File: src/rtl/easyaxi_rd_mst.sv
// AXI read master. Issues NUM_REQ single-ID-per-request AR bursts, keeps up to
// OST_DEPTH of them outstanding, and checks returning R beats in order against a
// tracker FIFO of {id, len}.
//
// Ports:
//   clk, rst_n                 clock, synchronous active-low reset
//   enable                     start a run (sampled in IDLE); drop to leave DONE
//   axi_mst_ar*                AR channel (valid/ready/id/addr/len/size/burst)
//   axi_mst_r*                 R channel (valid/ready/id/data/resp/last)
//   mst_done                   run finished, held until enable low
//   mst_err                    sticky ordering/protocol check failure
//   mst_resp_err_cnt           non-OKAY rlast beats, saturating at 255

`ifndef AXI_ID_W
`define AXI_ID_W       4
`define AXI_ADDR_W     32
`define AXI_LEN_W      8
`define AXI_SIZE_W     3
`define AXI_BURST_W    2
`define AXI_DATA_W     32
`define AXI_RESP_W     2
`define AXI_SIZE_1B    3'b000
`define AXI_BURST_INCR 2'b01
`define AXI_RESP_OKAY  2'b00
`endif

module easyaxi_rd_mst #(
  parameter int unsigned             OST_DEPTH = 8,
  parameter int unsigned             NUM_REQ   = 16,
  parameter logic [`AXI_ADDR_W-1:0]  BASE_ADDR = '0,
  parameter logic [`AXI_ADDR_W-1:0]  ADDR_STEP = '0,
  parameter logic [`AXI_SIZE_W-1:0]  ARSIZE    = `AXI_SIZE_1B
) (
  input  logic                      clk,
  input  logic                      rst_n,
  input  logic                      enable,
  output logic                      axi_mst_arvalid,
  input  logic                      axi_mst_arready,
  output logic [`AXI_ID_W-1:0]      axi_mst_arid,
  output logic [`AXI_ADDR_W-1:0]    axi_mst_araddr,
  output logic [`AXI_LEN_W-1:0]     axi_mst_arlen,
  output logic [`AXI_SIZE_W-1:0]    axi_mst_arsize,
  output logic [`AXI_BURST_W-1:0]   axi_mst_arburst,
  input  logic                      axi_mst_rvalid,
  output logic                      axi_mst_rready,
  input  logic [`AXI_ID_W-1:0]      axi_mst_rid,
  input  logic [`AXI_DATA_W-1:0]    axi_mst_rdata,
  input  logic [`AXI_RESP_W-1:0]    axi_mst_rresp,
  input  logic                      axi_mst_rlast,
  output logic                      mst_done,
  output logic                      mst_err,
  output logic [7:0]                mst_resp_err_cnt
);

  localparam int unsigned PtrW = (OST_DEPTH > 1) ? $clog2(OST_DEPTH) : 1;
  localparam int unsigned CntW = PtrW + 1;
  localparam int unsigned IdW  = `AXI_ID_W;
  localparam int unsigned LenW = `AXI_LEN_W;
  localparam logic [CntW-1:0] OstMax = CntW'(OST_DEPTH);
  localparam logic [7:0]      NumReq = 8'(NUM_REQ);

  typedef enum logic [1:0] {StIdle, StRun, StDone} state_e;

  state_e                  state_q, state_d;
  logic [7:0]              req_cnt_q, req_cnt_d;
  logic [CntW-1:0]         ost_cnt_q, ost_cnt_d;
  logic [LenW-1:0]         beat_cnt_q, beat_cnt_d;
  logic [PtrW-1:0]         wr_ptr_q, wr_ptr_d;
  logic [PtrW-1:0]         rd_ptr_q, rd_ptr_d;
  logic [`AXI_ADDR_W-1:0]  addr_q, addr_d;
  logic                    err_q, err_d;
  logic [7:0]              resp_err_cnt_q, resp_err_cnt_d;
  logic                    arvalid_q, arvalid_d;
  logic                    rready_q, rready_d;

  logic [IdW-1:0]          trk_id  [OST_DEPTH];
  logic [LenW-1:0]         trk_len [OST_DEPTH];

  logic ar_hs, r_hs, push, pop;
  logic [IdW-1:0]  head_id;
  logic [LenW-1:0] head_len;

  // Payload is held in the request counter, so it cannot change until a handshake.
  assign axi_mst_arvalid  = arvalid_q;
  assign axi_mst_arid     = req_cnt_q[IdW-1:0];
  assign axi_mst_araddr   = addr_q;
  assign axi_mst_arlen    = LenW'(req_cnt_q[2:0]);
  assign axi_mst_arsize   = ARSIZE;
  assign axi_mst_arburst  = `AXI_BURST_INCR;
  assign axi_mst_rready   = rready_q;
  assign mst_done         = (state_q == StDone);
  assign mst_err          = err_q;
  assign mst_resp_err_cnt = resp_err_cnt_q;

  assign ar_hs    = arvalid_q & axi_mst_arready;
  assign r_hs     = axi_mst_rvalid & rready_q;
  assign head_id  = trk_id[rd_ptr_q];
  assign head_len = trk_len[rd_ptr_q];

  logic unused_rdata;
  assign unused_rdata = ^axi_mst_rdata;

  always_comb begin
    state_d        = state_q;
    req_cnt_d      = req_cnt_q;
    ost_cnt_d      = ost_cnt_q;
    beat_cnt_d     = beat_cnt_q;
    wr_ptr_d       = wr_ptr_q;
    rd_ptr_d       = rd_ptr_q;
    addr_d         = addr_q;
    err_d          = err_q;
    resp_err_cnt_d = resp_err_cnt_q;
    push           = 1'b0;
    pop            = 1'b0;

    unique case (state_q)
      StIdle: begin
        if (enable) begin
          state_d        = StRun;
          req_cnt_d      = '0;
          ost_cnt_d      = '0;
          beat_cnt_d     = '0;
          wr_ptr_d       = '0;
          rd_ptr_d       = '0;
          addr_d         = BASE_ADDR;
          err_d          = 1'b0;
          resp_err_cnt_d = '0;
        end
      end
      StRun: begin
        if (ar_hs) begin
          push      = 1'b1;
          req_cnt_d = req_cnt_q + 8'd1;
          addr_d    = addr_q + ADDR_STEP;
          wr_ptr_d  = wr_ptr_q + PtrW'(1);
        end
        if (r_hs) begin
          if (ost_cnt_q == '0) begin
            // Nothing outstanding: flag and drop the beat.
            err_d = 1'b1;
          end else begin
            if (axi_mst_rid != head_id) err_d = 1'b1;
            if (axi_mst_rlast != (beat_cnt_q == head_len)) err_d = 1'b1;
            if (axi_mst_rlast) begin
              // An early rlast still retires the head so later bursts stay aligned.
              pop        = 1'b1;
              beat_cnt_d = '0;
              rd_ptr_d   = rd_ptr_q + PtrW'(1);
              if (axi_mst_rresp != `AXI_RESP_OKAY && resp_err_cnt_q != 8'hFF) begin
                resp_err_cnt_d = resp_err_cnt_q + 8'd1;
              end
            end else begin
              beat_cnt_d = beat_cnt_q + LenW'(1);
            end
          end
        end
        if (push && !pop) begin
          ost_cnt_d = ost_cnt_q + CntW'(1);
        end else if (!push && pop) begin
          ost_cnt_d = ost_cnt_q - CntW'(1);
        end
        if (req_cnt_q == NumReq && ost_cnt_q == '0) state_d = StDone;
      end
      StDone: begin
        if (!enable) state_d = StIdle;
      end
      default: state_d = StIdle;
    endcase
  end

  // Registered from next-state values: arvalid rises the cycle after enable is
  // seen and never depends combinationally on arready.
  always_comb begin
    arvalid_d = (state_d == StRun) && (req_cnt_d < NumReq) && (ost_cnt_d < OstMax);
    rready_d  = (state_d == StRun);
  end

  always_ff @(posedge clk) begin
    if (!rst_n) begin
      state_q        <= StIdle;
      req_cnt_q      <= '0;
      ost_cnt_q      <= '0;
      beat_cnt_q     <= '0;
      wr_ptr_q       <= '0;
      rd_ptr_q       <= '0;
      addr_q         <= BASE_ADDR;
      err_q          <= 1'b0;
      resp_err_cnt_q <= '0;
      arvalid_q      <= 1'b0;
      rready_q       <= 1'b0;
    end else begin
      state_q        <= state_d;
      req_cnt_q      <= req_cnt_d;
      ost_cnt_q      <= ost_cnt_d;
      beat_cnt_q     <= beat_cnt_d;
      wr_ptr_q       <= wr_ptr_d;
      rd_ptr_q       <= rd_ptr_d;
      addr_q         <= addr_d;
      err_q          <= err_d;
      resp_err_cnt_q <= resp_err_cnt_d;
      arvalid_q      <= arvalid_d;
      rready_q       <= rready_d;
    end
  end

  // Tracker storage needs no reset; validity is defined by ost_cnt.
  always_ff @(posedge clk) begin
    if (push) begin
      trk_id[wr_ptr_q]  <= axi_mst_arid;
      trk_len[wr_ptr_q] <= axi_mst_arlen;
    end
  end

endmodule
File: config.mk
export PLATFORM = sky130hd
export DESIGN_NAME = easyaxi_rd_mst
export DESIGN_NICKNAME = d
export VERILOG_FILES = /design/src/rtl/easyaxi_rd_mst.sv
export SDC_FILE = /design/constraint.sdc
export NUM_CORES = 1
export LEC_CHECK = 0
export CORE_MARGIN = 2
export CORE_UTILIZATION = 43
export DETAILED_ROUTE_END_ITERATION = 16
export HOLD_SLACK_MARGIN = 0.1
export PLACE_DENSITY_LB_ADDON = 0.1
export SETUP_SLACK_MARGIN = 0.05
export SLEW_MARGIN = 20
export SYNTH_ARGS = -nofsm -noshare
export SYNTH_HDL_FRONTEND = slang
export SYNTH_SLANG_ARGS = --single-unit
File: constraint.sdc
create_clock -name clk -period 2.8 [get_ports clk]
set_input_delay 0.7 -clock clk [delete_from_list [all_inputs] [get_ports clk]]
set_output_delay 0.7 -clock clk [all_outputs]
set_load 0.03 [all_outputs]
==> out/qor.txt, run 1 <==
status -> finished clean
r2r setup slk -> 0.32 ns
worst hold endpoint -> rd_ptr_q[0]$_SDFFE_PN0P_
R2R cell count -> 10
share of layout cells above drive strength 1 -> 0.107
largest family of logic cells by synthesized area -> simple AND/OR/NAND/NOR gates
first-pass GRT wire length -> 12.0 mm
R2R Path End -> ost_cnt_q[3]$_SDFF_PN0_
Async SR Flop Fraction -> 0
DR WL/cell -> 13.8 um
Leak -> 0.00164 uW
Chip Width -> 98.1 um
clk slew on worst S/H paths -> 0.08 ns
simple-gate share of the synthesized area -> 0.176
Crit. End Element -> primary output
RePlAce Congestion -> 0.751
area growth from synthesis to layout -> 13.7%
Clock Latency Late Sink -> 0.34 ns
CP startpoint kind -> flop
routed vias -> 2,586
Nets -> 462
max cap viols -> 0
htree depth -> 3
Clock Skew -> 0.00808 ns
Post-Synth XOR/XNOR Area -> 0.0552
sequential share of the synthesized area -> 0.474
Post-Syn Area -> 3800 um^2
DRT Pass-1 Iters -> 4
Post-CTS Hold Buffers -> 0
fill count -> 830
DP Area -> 4100 um^2
fmax -> 390 MHz
Final Hold Fails -> 0
antenna violations before repair -> 0
Mean Syn Cell Area -> 10.4 um^2
Ports -> 105
Synth Instances -> 367
number of nets still failing antenna checks after routing -> 0
Crit path required time -> 2.10 ns
WS Path Type -> reg2out
commonest non-fill, non-tap cells in the layout -> dfxtp_1 (42), conb_1 (42), nor2_1 (36)
CORE AREA -> 8640 um^2
Max Buffers Root-to-Sink -> 2
chip height -> 98.1 um
Compound-Gate Fraction of Synth Area -> 0.0645
CTS tree -> built
row count -> 34
multiplexer area fraction after synthesis -> 0.0763
worst r2r src -> ost_cnt_q[0]$_SDFFE_PN0P_
Slew @ Worst Pin -> 0.692 ns
HP Class -> reg2reg
DRT Wirelength -> 7.18 mm
Clock Tree Root -> clkbuf_8
adder-cell area share of the yosys netlist -> 0.0362
Sink Count -> 74
Final setup viols -> 0
All-Layer GR Usage -> 0.159
WHS Path Cells -> 2
Ant. Diodes -> 0
grt total ovfl -> 0
Worst Hold Launch -> rd_ptr_q[0]$_SDFFE_PN0P_
ys flop type -> dfxtp_1
# port buffers -> 30
Period Utilization, post-route -> 0.917
Slew Limit Fails -> 0
minimum clock period -> 2.57 ns
Gates resized, CTS repair -> 0
Layout Cell Area excl Fill -> 4330 um^2
cts bufs inserted -> 9
Peak VDD IR -> 0.271 mV
HPWL Detailed -> 5.22 mm
total power draw -> 2310 uW
vias in the first global route -> 2,490
largest net degree at the start of global routing -> 22
Starting Density -> 0.441
# DRC -> 0
Post-CTS Setup Inserts -> 0
Worst slew margin -> 0.538
die area -> 9620 um^2
Finished Core Util -> 0.501
Post-synth EDFFs -> 32
DR vias/cell -> 4.97
post-route setup TNS -> 0 ns
Synth cell types -> 49
power density over the cells -> 534 nW/um^2
RSZ-0062 raised after global routing -> false
Worst Path Arrival -> 1.87 ns
Initial DRC Count -> 86
Yosys Warn Count -> 0
Synth Register Bits -> 74
crit path max fanout -> 9
==> flip-flops by register name (all words and copies together) (netlist names), named ones only <==
register	cells
beat_cnt_q	8
wr_ptr_q	3
mst_err	1
axi_mst_arvalid	1
axi_mst_rready	1
rd_ptr_q	3
ost_cnt_q	4
state_q	2
mst_resp_err_cnt	8
trk_id	32
req_cnt_q	8
==> report_power, final <==
group	switching [uW]	internal, uW
combinational	168	75.9
clock	411	509
sequential	16.1	1130
==> Yosys cell counts (all sizes together), types with 2 or more instances <==
cell,count,area [um^2]
buf,52,389
dfxtp,42,841
nor2,37,141
edfxtp,32,961
nand2,28,105
xor2,19,166
mux2i,13,155
nand4,12,75.1
o21ai,12,60.1
ha,11,138
and2,10,62.6
inv,9,33.8
nand3,9,45.0
nor3,8,40.0
a21oi,6,30.0
mux4,6,135
nor2b,6,37.5
a21boi,5,37.5
and3,5,31.3
clkbuf,5,18.8
nand2b,5,31.3
xnor2,5,43.8
nor3b,4,30.0
nor4,3,18.8
a21o,2,15.0
a22oi,2,15.0
conb,2,7.51
nand3b,2,15.0
or3,2,12.5
==> metal layers <==
metal / share of wire / track usage / up-vias
li1: - / - / 1274
met1: 0.47 / 0.215 / 1235
met2: 0.47 / 0.249 / 65
met3: 0.039 / 0.0251 / 12
met4: 0.020 / 0.0780 / 0
met5: 0 / 0 / -
==> through the flow <==
stage | cells | hold slack [ns] | setup WS [ns]
5_1_grt | 520 | 0.527 | 0.120
2_1_floorplan | 407 | 0.447 | 0.751
3_5_place_dp | 504 | 0.481 | 0.124
6_report | 520 | 0.497 | 0.233
3_3_place_gp | 504 | 0.476 | 0.115
4_1_cts | 520 | 0.491 | 0.220
==> how the worst max path moves through the flow <==
stage / start / end / slack (ns) / depth (start not counted)
global placement: axi_mst_rlast / axi_mst_arvalid$_SDFF_PN0_ / 0.12 / 8
floorplan: ost_cnt_q[0]$_SDFFE_PN0P_ / ost_cnt_q[2]$_SDFFE_PN0P_ / 0.75 / 9
detailed placement: axi_mst_rlast / axi_mst_arvalid$_SDFF_PN0_ / 0.12 / 8
finish: state_q[1]$_SDFF_PN0_ / mst_done / 0.23 / 3
global route: ost_cnt_q[0]$_SDFFE_PN0P_ / axi_mst_arvalid$_SDFF_PN0_ / 0.12 / 10
CTS: state_q[1]$_SDFF_PN0_ / mst_done / 0.22 / 3
==> critical path, stage by stage, from the launching register on <==
cell and delay, ns:
dfxtp_1 0.52, inv_1 0.14, nor2_1 0.17, clkdlybuf4s50_1 0.70
==> kinds of logic after synthesis <==
kind of cell / count (synthesis)
muxes: 19
AOI/OAI and AO/OA: 37
adders and majority gates: 11
and+or+nand+nor: 134
other: 2
buffers and inverters: 66
DFF: 74
xor gates and xnor gates: 24
==> area by class of cell <==
class | instances | area [um^2] | area share
Clock inverter | 7 | 100 | 0.0231
Sequential cell | 74 | 1800 | 0.416
Timing Repair Buffer | 46 | 420 | 0.0972
Clock buffer | 9 | 124 | 0.0286
Inverter | 9 | 33.8 | 0.00781
Multi-Input combinational cell | 267 | 1710 | 0.396
Tap cell | 108 | 135 | 0.0312
Note: power is estimated with default switching activity, not from simulation.
==> run 2: changes to the inputs <==
--- a/config.mk
+++ b/config.mk
@@ -8,4 +8,5 @@
 export CORE_MARGIN = 2
 export CORE_UTILIZATION = 43
+export CTS_BUF_LIST = sky130_fd_sc_hd__clkbuf_2 sky130_fd_sc_hd__clkbuf_4 sky130_fd_sc_hd__clkbuf_8
 export DETAILED_ROUTE_END_ITERATION = 16
 export HOLD_SLACK_MARGIN = 0.1
==> constraint.sdc (replaced) <==
create_clock -name clk -period 2.8 [get_ports clk]
set_input_delay 0.42 -clock clk [delete_from_list [all_inputs] [get_ports clk]]
set_output_delay 0.42 -clock clk [all_outputs]
set_load 0.03 [all_outputs]
==> out/qor.txt, run 2 (same netlist as run 1, synthesis figures left out) <==
r2r setup slk -> 0.37 ns (+0.05 ns)
row count -> 34 (unchanged)
Nets -> 457 (-1.1%)
DRT Wirelength -> 7.06 mm (-1.8%)
Gates resized, CTS repair -> 0 (unchanged)
clk slew on worst S/H paths -> 0.08 ns (about the same)
worst r2r src -> ost_cnt_q[0]$_SDFFE_PN0P_
Sink Count -> 74 (unchanged)
Slew @ Worst Pin -> 0.632 ns (-0.0605 ns)
# port buffers -> 30 (unchanged)
share of layout cells above drive strength 1 -> 0.0934 (-0.0134)
number of nets still failing antenna checks after routing -> 0 (unchanged)
R2R Path End -> ost_cnt_q[3]$_SDFF_PN0_
area growth from synthesis to layout -> 12.1%
CP startpoint kind -> flop
Reg with most FFs -> trk_id
DR vias/cell -> 4.96 (-0.32%)
chip height -> 98.1 um (unchanged)
Period Utilization, post-route -> 0.867 (-0.0494)
Clock Skew -> 0.00791 ns (-0.000172 ns)
Initial DRC Count -> 76 (-12%)
total power draw -> 2220 uW (-4.0%)
routed vias -> 2,553 (-1.3%)
Post-CTS Setup Inserts -> 0 (unchanged)
Final Hold Fails -> 0 (unchanged)
htree depth -> 3 (unchanged)
largest net degree at the start of global routing -> 18 (-18%)
vias in the first global route -> 2,424 (-2.7%)
Ant. Diodes -> 0 (unchanged)
fmax -> 412 MHz (+5.7%)
All-Layer GR Usage -> 0.154 (-0.00477)
Starting Density -> 0.441 (unchanged)
WHS Path Cells -> 2 (unchanged)
minimum clock period -> 2.43 ns (-0.138 ns)
status -> finished clean
RSZ-0062 raised after global routing -> false
HPWL Detailed -> 5.11 mm (-2.1%)
die area -> 9620 um^2 (unchanged)
Final setup viols -> 0 (unchanged)
Crit path required time -> 3.09 ns (+0.99 ns)
CTS tree -> built
crit path max fanout -> 5 (-4)
post-route setup TNS -> 0 ns (unchanged)
power density over the cells -> 520 nW/um^2 (-2.6%)
first-pass GRT wire length -> 11.8 mm (-2.0%)
RePlAce Congestion -> 0.747 (-0.63%)
cts bufs inserted -> 9 (unchanged)
worst hold endpoint -> rd_ptr_q[0]$_SDFFE_PN0P_
Clock Tree Root -> clkbuf_8
Peak VDD IR -> 0.220 mV (-19%)
DRT Pass-1 Iters -> 4 (unchanged)
Leak -> 0.00160 uW (-2.3%)
HP Class -> reg2reg
Crit. End Element -> flop
max cap viols -> 0 (unchanged)
Worst Hold Launch -> rd_ptr_q[0]$_SDFFE_PN0P_
Max Buffers Root-to-Sink -> 2 (unchanged)
# DRC -> 0 (unchanged)
antenna violations before repair -> 0 (unchanged)
Worst slew margin -> 0.578 (+0.0404)
DR WL/cell -> 13.7 um (-0.84%)
grt total ovfl -> 0 (unchanged)
Slew Limit Fails -> 0 (unchanged)
Ports -> 105 (unchanged)
R2R cell count -> 10 (unchanged)
WS Path Type -> reg2reg
max reg flops -> 32 (unchanged)
commonest non-fill, non-tap cells in the layout -> dfxtp_1 (42), conb_1 (42), nor2_1 (36)
fill count -> 823 (-0.84%)
Clock Latency Late Sink -> 0.34 ns (about the same)
CORE AREA -> 8640 um^2 (unchanged)
Chip Width -> 98.1 um (unchanged)
Worst Path Arrival -> 2.71 ns (+0.84 ns)
Post-CTS Hold Buffers -> 0 (unchanged)
## run 2: cell count changes in the layout (fill, tap and decap cells not counted)
cell / previous run / this run
clkinvlp_2: 1 / 0
clkinvlp_4: 0 / 1
clkinv_1: 0 / 1
bufinv_16: 2 / 1
buf_4: 16 / 11
## run 2: cell type report
class | count | area, um^2 | area share
sequential | 74 | 1800 | 0.422
multi-input combinational | 267 | 1710 | 0.401
timing repair buffer | 41 | 383 | 0.0898
tap | 108 | 135 | 0.0317
clock buffer | 9 | 124 | 0.0290
clock inverter | 7 | 76.3 | 0.0179
inverter | 9 | 33.8 | 0.00792
## run 2: worst max-delay path, cell delays in order (launching register included)
cell and delay [ns]:
dfxtp_1 0.35, inv_1 0.12, ha_1 0.15, nor3b_1 0.53, nor2_1 0.11, nand2_1 0.11, ha_1 0.28, nand4_1 0.12
a21oi_1 0.20, mux2i_1 0.26, and2_1 0.15
## run 2: stage by stage
step	setup WS, ns	util	std cells	area, um^2	hold WS [ns]
final	0.371	0.494	515	4270	0.494
after global routing	0.138	0.494	515	4270	0.527
after detailed placement	0.349	0.471	499	4070	0.485
after floorplan	0.751	-	407	3960	0.447
after global placement	0.339	0.471	499	4070	0.473
after CTS	0.345	0.494	515	4270	0.498
## run 2: how the worst max path moves through the flow
stage / slack (ns) / from / endpoint
2_1_floorplan: 0.75 / ost_cnt_q[0]$_SDFFE_PN0P_ / ost_cnt_q[2]$_SDFFE_PN0P_
3_3_place_gp: 0.34 / axi_mst_rlast / axi_mst_arvalid$_SDFF_PN0_
3_5_place_dp: 0.35 / axi_mst_arready / axi_mst_arvalid$_SDFF_PN0_
4_1_cts: 0.34 / ost_cnt_q[0]$_SDFFE_PN0P_ / ost_cnt_q[3]$_SDFF_PN0_
5_1_grt: 0.14 / ost_cnt_q[0]$_SDFFE_PN0P_ / ost_cnt_q[3]$_SDFF_PN0_
6_report: 0.37 / ost_cnt_q[0]$_SDFFE_PN0P_ / ost_cnt_q[3]$_SDFF_PN0_
## run 2: report_power, final
part | switching (uW) | internal, uW | leakage (uW)
Combinational | 166 | 74.0 | 0.000857
Sequential | 17.9 | 1130 | 0.000645
Clock | 413 | 418 | 0.0000979
Total | 597 | 1620 | 0.00160
## run 2: metal layers
layer	track usage	up-vias	part of all wire
met4	0.0641	0	0.016
met3	0.0215	10	0.036
met1	0.209	1216	0.47
li1	-	1265	-
met5	0	-	0
met2	0.248	62	0.48
==> run 3: changes to the inputs <==
Settings changed: REMOVE_ABC_BUFFERS set to 1.
==> out/qor.txt, run 3 (same netlist as run 1, synthesis figures left out) <==
chip height -> 98.1 um (unchanged)
Sink Count -> 74 (unchanged)
cts bufs inserted -> 9 (unchanged)
Hold WS -> 0.482 ns (-0.0121 ns)
first-pass GRT wire length -> 11.8 mm (+0.29%)
grt total ovfl -> 0 (unchanged)
CP startpoint kind -> flop
Slew @ Worst Pin -> 0.677 ns (+0.0452 ns)
DR WL/cell -> 13.7 um (-0.26%)
commonest non-fill, non-tap cells in the layout -> dfxtp_1 (42), conb_1 (42), nor2_1 (36)
Clock Tree Root -> clkbuf_8
RePlAce Congestion -> 0.741 (-0.71%)
Post-CTS Setup Inserts -> 0 (unchanged)
Initial DRC Count -> 84 (+11%)
Post-CTS Hold Buffers -> 0 (unchanged)
fill count -> 819 (-0.49%)
power density over the cells -> 519 nW/um^2 (-0.28%)
vias in the first global route -> 2,375 (-2.0%)
Ant. Diodes -> 0 (unchanged)
status -> finished clean
max cap viols -> 0 (unchanged)
Nets -> 460 (+0.66%)
Max Buffers Root-to-Sink -> 2 (unchanged)
Final setup viols -> 0 (unchanged)
Starting Density -> 0.441 (unchanged)
clk slew on worst S/H paths -> 0.08 ns (about the same)
Crit path required time -> 3.09 ns (about the same)
Worst slew margin -> 0.548 (-0.0302)
Reg with most FFs -> trk_id
# DRC -> 0 (unchanged)
Peak VDD IR -> 0.222 mV (+0.97%)
HP Class -> reg2reg
All-Layer GR Usage -> 0.155 (+0.000930)
htree depth -> 3 (unchanged)
antenna violations before repair -> 0 (unchanged)
post-route setup TNS -> 0 ns (unchanged)
number of nets still failing antenna checks after routing -> 0 (unchanged)
RSZ-0062 raised after global routing -> false
Period Utilization, post-route -> 0.877 (+0.00972)
Chip Width -> 98.1 um (unchanged)
# port buffers -> 30 (unchanged)
CTS tree -> built
max reg flops -> 32 (unchanged)
Leak -> 0.00161 uW (+0.82%)
CORE AREA -> 8640 um^2 (unchanged)
minimum clock period -> 2.46 ns (+0.0272 ns)
Slew Limit Fails -> 0 (unchanged)
row count -> 34 (unchanged)
DRT Wirelength -> 7.08 mm (+0.33%)
Final Hold Fails -> 0 (unchanged)
Gates resized, CTS repair -> 0 (unchanged)
die area -> 9620 um^2 (unchanged)
share of layout cells above drive strength 1 -> 0.102 (+0.00907)
Worst Path Arrival -> 2.75 ns (+0.04 ns)
HPWL Detailed -> 5.13 mm (+0.50%)
DRT Pass-1 Iters -> 4 (unchanged)
WS Path Type -> reg2reg
routed vias -> 2,549 (-0.16%)
Clock Skew -> 0.00875 ns (+0.000838 ns)
Ports -> 105 (unchanged)
Crit. End Element -> flop
area growth from synthesis to layout -> 12.7%
DR vias/cell -> 4.92 (-0.73%)
fmax -> 407 MHz (-1.1%)
largest net degree at the start of global routing -> 17 (-1)
Clock Latency Late Sink -> 0.35 ns (about the same)
crit path max fanout -> 5 (unchanged)
-- run 3: cell count changes in the layout (fill, tap and decap cells not counted) --
cell / before / now
buf_4: 11 / 14
clkinv_1: 1 / 0
clkinv_4: 2 / 3
clkinvlp_2: 0 / 1
inv_6: 2 / 1
-- run 3: worst max-delay path, cell delays in order (launching register included) --
cell and delay [ns]:
dfxtp_1 0.34, inv_1 0.12, ha_1 0.15, nor3b_1 0.57
nor2_1 0.11, nand2_1 0.12, ha_1 0.27, nand4_1 0.12
a21oi_1 0.20, mux2i_1 0.26, and2_1 0.15
-- run 3: report_power, final --
| part | leakage, uW | switching [uW] | internal [uW] |
|---|---|---|---|
| combinational | 0.000872 | 165 | 76.4 |
| sequential | 0.000645 | 17.8 | 1130 |
| clock | 0.0000960 | 419 | 417 |
-- run 3: layout make-up --
| class | count | area [um^2] | area share |
|---|---|---|---|
| sequential | 74 | 1800 | 0.420 |
| multi-input combinational | 267 | 1710 | 0.399 |
| timing repair buffer | 44 | 405 | 0.0945 |
| tap | 108 | 135 | 0.0315 |
| clock buffer | 9 | 124 | 0.0289 |
| clock inverter | 7 | 77.6 | 0.0181 |
| inverter | 9 | 33.8 | 0.00788 |
-- run 3: routing by layer --
layer  vias to the layer above  part of all wire  GRT usage
met5                         -                 0          0
met4                         0             0.015     0.0609
met3                        11             0.039     0.0243
met2                        59              0.46      0.251
met1                      1208              0.48      0.208
li1                       1271                 -          -
-- run 3: stage by stage --
step / total power [uW] / cell area, um^2 / instances / util / setup WS, ns
final: 2220 / 4290 / 518 / 0.497 / 0.344
after global routing: 2320 / 4290 / 518 / 0.497 / 0.0512
after CTS: 2250 / 4290 / 518 / 0.497 / 0.313
after detailed placement: 1410 / 4090 / 502 / 0.473 / 0.343
after global placement: 1410 / 4090 / 502 / 0.473 / 0.410
after floorplan: 1340 / 3550 / 350 / - / 0.625
-- run 3: worst paths after layout --
| kind | slack [ns] | depth (start not counted) | end | from |
|---|---|---|---|---|
| worst max-delay path | 0.34 | 10 | ost_cnt_q[3]$_SDFF_PN0_ | ost_cnt_q[0]$_SDFFE_PN0P_ |
| worst min-delay path | 0.48 | 2 | rd_ptr_q[1]$_SDFFE_PN0P_ | rd_ptr_q[1]$_SDFFE_PN0P_ |
| worst max register to register | 0.34 | 10 | ost_cnt_q[3]$_SDFF_PN0_ | ost_cnt_q[0]$_SDFFE_PN0P_ |
| worst min register to register | 0.48 | 2 | rd_ptr_q[1]$_SDFFE_PN0P_ | rd_ptr_q[1]$_SDFFE_PN0P_ |
==> RTL edit 1: new RTL, flow settings as in run 3 <==
Change the macro `AXI_ADDR_W` from 32 to 36.
--- a/src/rtl/easyaxi_rd_mst.sv
+++ b/src/rtl/easyaxi_rd_mst.sv
@@ -14,5 +14,5 @@
 `ifndef AXI_ID_W
 `define AXI_ID_W       4
-`define AXI_ADDR_W     32
+`define AXI_ADDR_W     36
 `define AXI_LEN_W      8
 `define AXI_SIZE_W     3
Interface: changed (resized axi_mst_araddr); port bits go from 105 to 109. The function was not compared with the original's and may differ.
==> RTL edit 1 against run 3 <==
  * Die area is 0.76% higher
  * Area after synthesis is 0.79% higher
  * Setup slack better by 57 ps
  * Sequential cell count stayed put
  * Wire length is 1.0% higher
  * Cell count is 0.39% higher
  * Critical path depth stayed put
  * Total power is 8.7% higher
  * Final area is 1.1% higher
  * Maximum frequency is 2.4% higher
  * Global-route usage is 0.11 points lower
  * Clock power is 22% higher
  * Sequential power hardly changed
  * Synthesized cell count is 1.1% higher
  * Critical endpoint unchanged
==> RTL edit 1: results (changes against run 3) <==
metric,value,unit,change
synth.area.top_cells,"edfxtp_1, dfxtp_1, buf_4, xor2_1, ha_1",,unchanged
vias,2537,,"was 2,549"
htree_levels,3,,unchanged
ir_worst_vdd,0.250,mV,was 0.222 mV
post-dp-hpwl,5140,um,was 5130 um
largest_reg_flops,32,,unchanged
cts_buffers,9,,unchanged
fin_skew,9.27,ps,was 8.75 ps
synth_edf_count,32,,unchanged
power.leakage,0.00164,uW,was 0.00161 uW
max-slew-margin-rel,58.5,%,was 54.8%
clk_path_buf_depth,2,,unchanged
drtIter0Drc,73,,was 84
avgRoutedWirePerCell,13.7,um,about the same
status,"complete, no violations",,unchanged
grt_use_total,15.4,%,was 15.5%
grt_first_pass_wirelength,11800,um,about the same
drive_above_1_share,9.71,%,was 10.2%
routabilityCongestion,0.722,,was 0.741
ys_seq_area_share,47.0,%,was 47.4%
post_cts_buffers,0,,unchanged
synth_common_cells,"buf_4, dfxtp_1, nor2_1",,unchanged
post-place-ws,383,ps,was 343 ps
final_nets,462,,was 460
grt_pass1_vias,2340,,"was 2,375"
r2r_slack,400,ps,was 340 ps
arrival,2690,ps,was 2750 ps
grt_antenna_before_repair,0,,unchanged
## RTL edit 1: cell count changes after synthesis
cell / change
buf_4: +4
## RTL edit 1: worst max path at each step
| stage | startpoint | to | slack (ps) | cells past startpoint |
|---|---|---|---|---|
| 2_1_floorplan | flop | mst_err | 630 | 6 |
| 3_3_place_gp | ost_cnt_q[0] | axi_mst_arvalid | 390 | 10 |
| 3_5_place_dp | ost_cnt_q[0] | axi_mst_arvalid | 380 | 10 |
| 4_1_cts | ost_cnt_q[0] | ost_cnt_q[3] | 360 | 10 |
| 5_1_grt | ost_cnt_q[0] | ost_cnt_q[3] | 80 | 10 |
| 6_report | ost_cnt_q[0] | ost_cnt_q[3] | 400 | 10 |
## RTL edit 1: kinds of logic after synthesis
| family | share of synthesized area (%) |
|---|---|
| other cells | 0.196 |
| compound gates | 6.39 |
| flops | 47.0 |
| simple gates | 17.5 |
| fa+ha+maj | 3.59 |
| buf+inv | 12.3 |
| xor+xnor | 5.48 |
| mux | 7.57 |
## RTL edit 1: routing by layer
layer  vias up  GRT usage [%]  part of all wire [%]
li1       1272              -                     -
met2        61           24.8                    46
met5         -              0                     0
met4         0           6.32                   1.5
met1      1195           20.6                    48
met3         9           2.77                   4.3
## RTL edit 1: metrics by stage
stage | util, % | instance area, sq um | std cells | hold slack, ps
after floorplan | - | 3560 | 354 | 447
after global placement | 47.1 | 4090 | 504 | 472
after detailed placement | 47.1 | 4090 | 504 | 468
after CTS | 50.0 | 4340 | 520 | 487
after global routing | 50.0 | 4340 | 520 | 521
final | 50.0 | 4340 | 520 | 487
## RTL edit 1: worst max-delay path, cell delays in order, from the launching register on
cell	delay, ps
dfxtp_1	340
inv_1	120
ha_1	150
nor3b_1	520
nor2_1	100
nand2_1	110
ha_1	280
nand4_1	120
a21oi_1	190
mux2i_1	270
and2_1	150
## RTL edit 1: cell type report
cell class                      count  area (sq um)
Clock buffer                        9           124
Timing Repair Buffer               42           390
Multi-Input combinational cell    271          1730
Tap cell                          108           135
Inverter                            9          33.8
Fill cell                         827          4340
Clock inverter                      7           125
Sequential cell                    74          1800
## RTL edit 1: power breakdown
part / internal, uW / switching (uW)
logic: 75.0 / 174
registers: 1130 / 16.1
clock network: 601 / 422
total: 1810 / 612
==> RTL edit 2: new RTL, config.mk and constraints of run 3 <==
Without the edit above. Encoding of `state_e`: now one-hot (3 bits for 3 states).
--- a/src/rtl/easyaxi_rd_mst.sv
+++ b/src/rtl/easyaxi_rd_mst.sv
@@ -60,5 +60,5 @@
   localparam logic [7:0]      NumReq = 8'(NUM_REQ);
 
-  typedef enum logic [1:0] {StIdle, StRun, StDone} state_e;
+  typedef enum logic [2:0] {StIdle = 3'b001, StRun = 3'b010, StDone = 3'b100} state_e;
 
   state_e                  state_q, state_d;
Function: same outputs for any inputs over 4 cycles, from zero or initial values and one cycle with rst_n low; so few cycles prove little.
==> RTL edit 2 against run 3 <==
  * Total power fell by 1.2%
  * Via count increased by 2.9%
  * Cell count up 2.7%
  * Sequential cell count increased by 1
  * Area after synthesis up 2.2%
  * Wire length rose by 5.9%
  * Critical path depth up 3
  * Utilization is 0.60 points higher
  * Final area grew 2.7%
  * Setup slack got worse by 69 ps
==> RTL edit 2: results (changes against run 3) <==
metric,value,unit,change
final_nets,474,,was 460
synth_compound_area_share,7.82,%,was 6.45%
crit_fanout,4,,was 5
placedCellCount,516,,was 502
grt_use_total,15.6,%,was 15.5%
synth.area.top_cells,"edfxtp_1, dfxtp_1, buf_4, xor2_1, ha_1",,unchanged
drtIter0Drc,97,,was 84
routabilityCongestion,0.803,,was 0.741
synth_xor_area_share,5.18,%,was 5.52%
grt_max_degree,22,,was 17
ys_seq_area_share,46.9,%,was 47.4%
via_per_inst,4.93,,was 4.92
synth_fa_ha_area_share,3.54,%,was 3.62%
status,"complete, no violations",,unchanged
grt_pass1_vias,2477,,"was 2,375"
worst_pin_slew,511,ps,was 677 ps
ir_worst_vdd,0.259,mV,was 0.222 mV
fill_cells,816,,was 819
arrival,2780,ps,was 2750 ps
synthMuxAreaShare,6.69,%,was 7.63%
synth_common_cells,"buf_4, dfxtp_1, edfxtp_1, nor2_1, nand2_1",,"was buf_4, dfxtp_1, nor2_1"
yosys_warnings,0,,unchanged
synth_area_per_cell,10.3,sq um,was 10.4 sq um
synth_cell_type_count,48,,was 49
fin_skew,10.1,ps,was 8.75 ps
drive_above_1_share,11.3,%,was 10.2%
port_buffers,30,,unchanged
firstDrtPassIters,4,,unchanged
grt_first_pass_wirelength,12100,um,"was 11,800 um"
final_cells,532,,was 518
power.leakage,0.00167,uW,was 0.00161 uW
clkLatencyLatePin,350,ps,about the same
wl,7490,um,was 7080 um
post-dp-hpwl,5340,um,was 5130 um
-- RTL edit 2: cell types whose count changed after synthesis, moves of 3 or more --
cell      change
a21oi_1       +8
nor2_1        -4
o21ai_1       +9
o21ai_0       -7
nand2b_1      +5
mux2i_1       -3
nor2b_1       +6
and2_1        -4
nand2_1       -6
-- RTL edit 2: final cells by class --
class / count / share of cell area, %
Tap cell: 108 / 3.07
Clock inverter: 7 / 1.36
Clock buffer: 9 / 2.81
Multi-Input combinational cell: 276 / 40.7
Sequential cell: 75 / 41.4
Timing Repair Buffer: 49 / 10.1
Inverter: 8 / 0.682
-- RTL edit 2: critical path, cell delays in order, from the launching register on --
cell and delay, ps:
dfxtp_1 420, inv_1 110, ha_1 200, nor3b_1 160, nor2_1 180, nand3_1 140, inv_1 70, ha_1 160
nand2b_1 70, o41ai_2 280, nand3_1 120, a21oi_1 170, nor2_1 80, nor4_2 260
-- RTL edit 2: cells by family (layout without fill, tap and decap cells) --
| group | Yosys count | count (layout) |
|---|---|---|
| AOI/OAI and AO/OA | 49 | 49 |
| xor gates and xnor gates | 23 | 23 |
| adders and majority gates | 11 | 11 |
| buffers and inverters | 65 | 73 |
| DFF | 75 | 75 |
| muxes | 16 | 16 |
| other | 2 | 42 |
| and+or+nand+nor | 135 | 135 |
-- RTL edit 2: through the flow --
| stage | power, uW | area (sq um) | setup WS (ps) | hold slack [ps] |
|---|---|---|---|---|
| global route | 2280 | 4410 | 53.0 | 533 |
| finish | 2200 | 4410 | 275 | 494 |
| detailed placement | 1430 | 4210 | 55.7 | 482 |
| floorplan | 1350 | 3630 | 585 | 447 |
| CTS | 2210 | 4390 | 218 | 495 |
| global placement | 1430 | 4210 | 76.4 | 479 |
-- RTL edit 2: final timing paths --
path                          end  slack [ps]  depth (start not counted)
hold / removal        rd_ptr_q[1]         490                          2
setup / recovery  axi_mst_arvalid         280                         13
hold reg to reg       rd_ptr_q[1]         490                          2
setup reg to reg  axi_mst_arvalid         280                         13
-- RTL edit 2: routing by layer --
metal | up-vias | part of all wire (%) | GRT usage (%)
li1 | 1320 | - | -
met1 | 1235 | 47 | 20.8
met2 | 56 | 48 | 25.4
met3 | 11 | 3.3 | 2.91
met4 | 0 | 1.7 | 6.01
met5 | - | 0 | 0
-- RTL edit 2: where the power goes --
part | leakage (uW) | total (uW) | internal [uW] | switching [uW]
clock network | 0.0000848 | 792 | 337 | 455
registers | 0.000671 | 1160 | 1140 | 16.5
logic | 0.000915 | 248 | 83.9 | 164
total | 0.00167 | 2200 | 1560 | 636
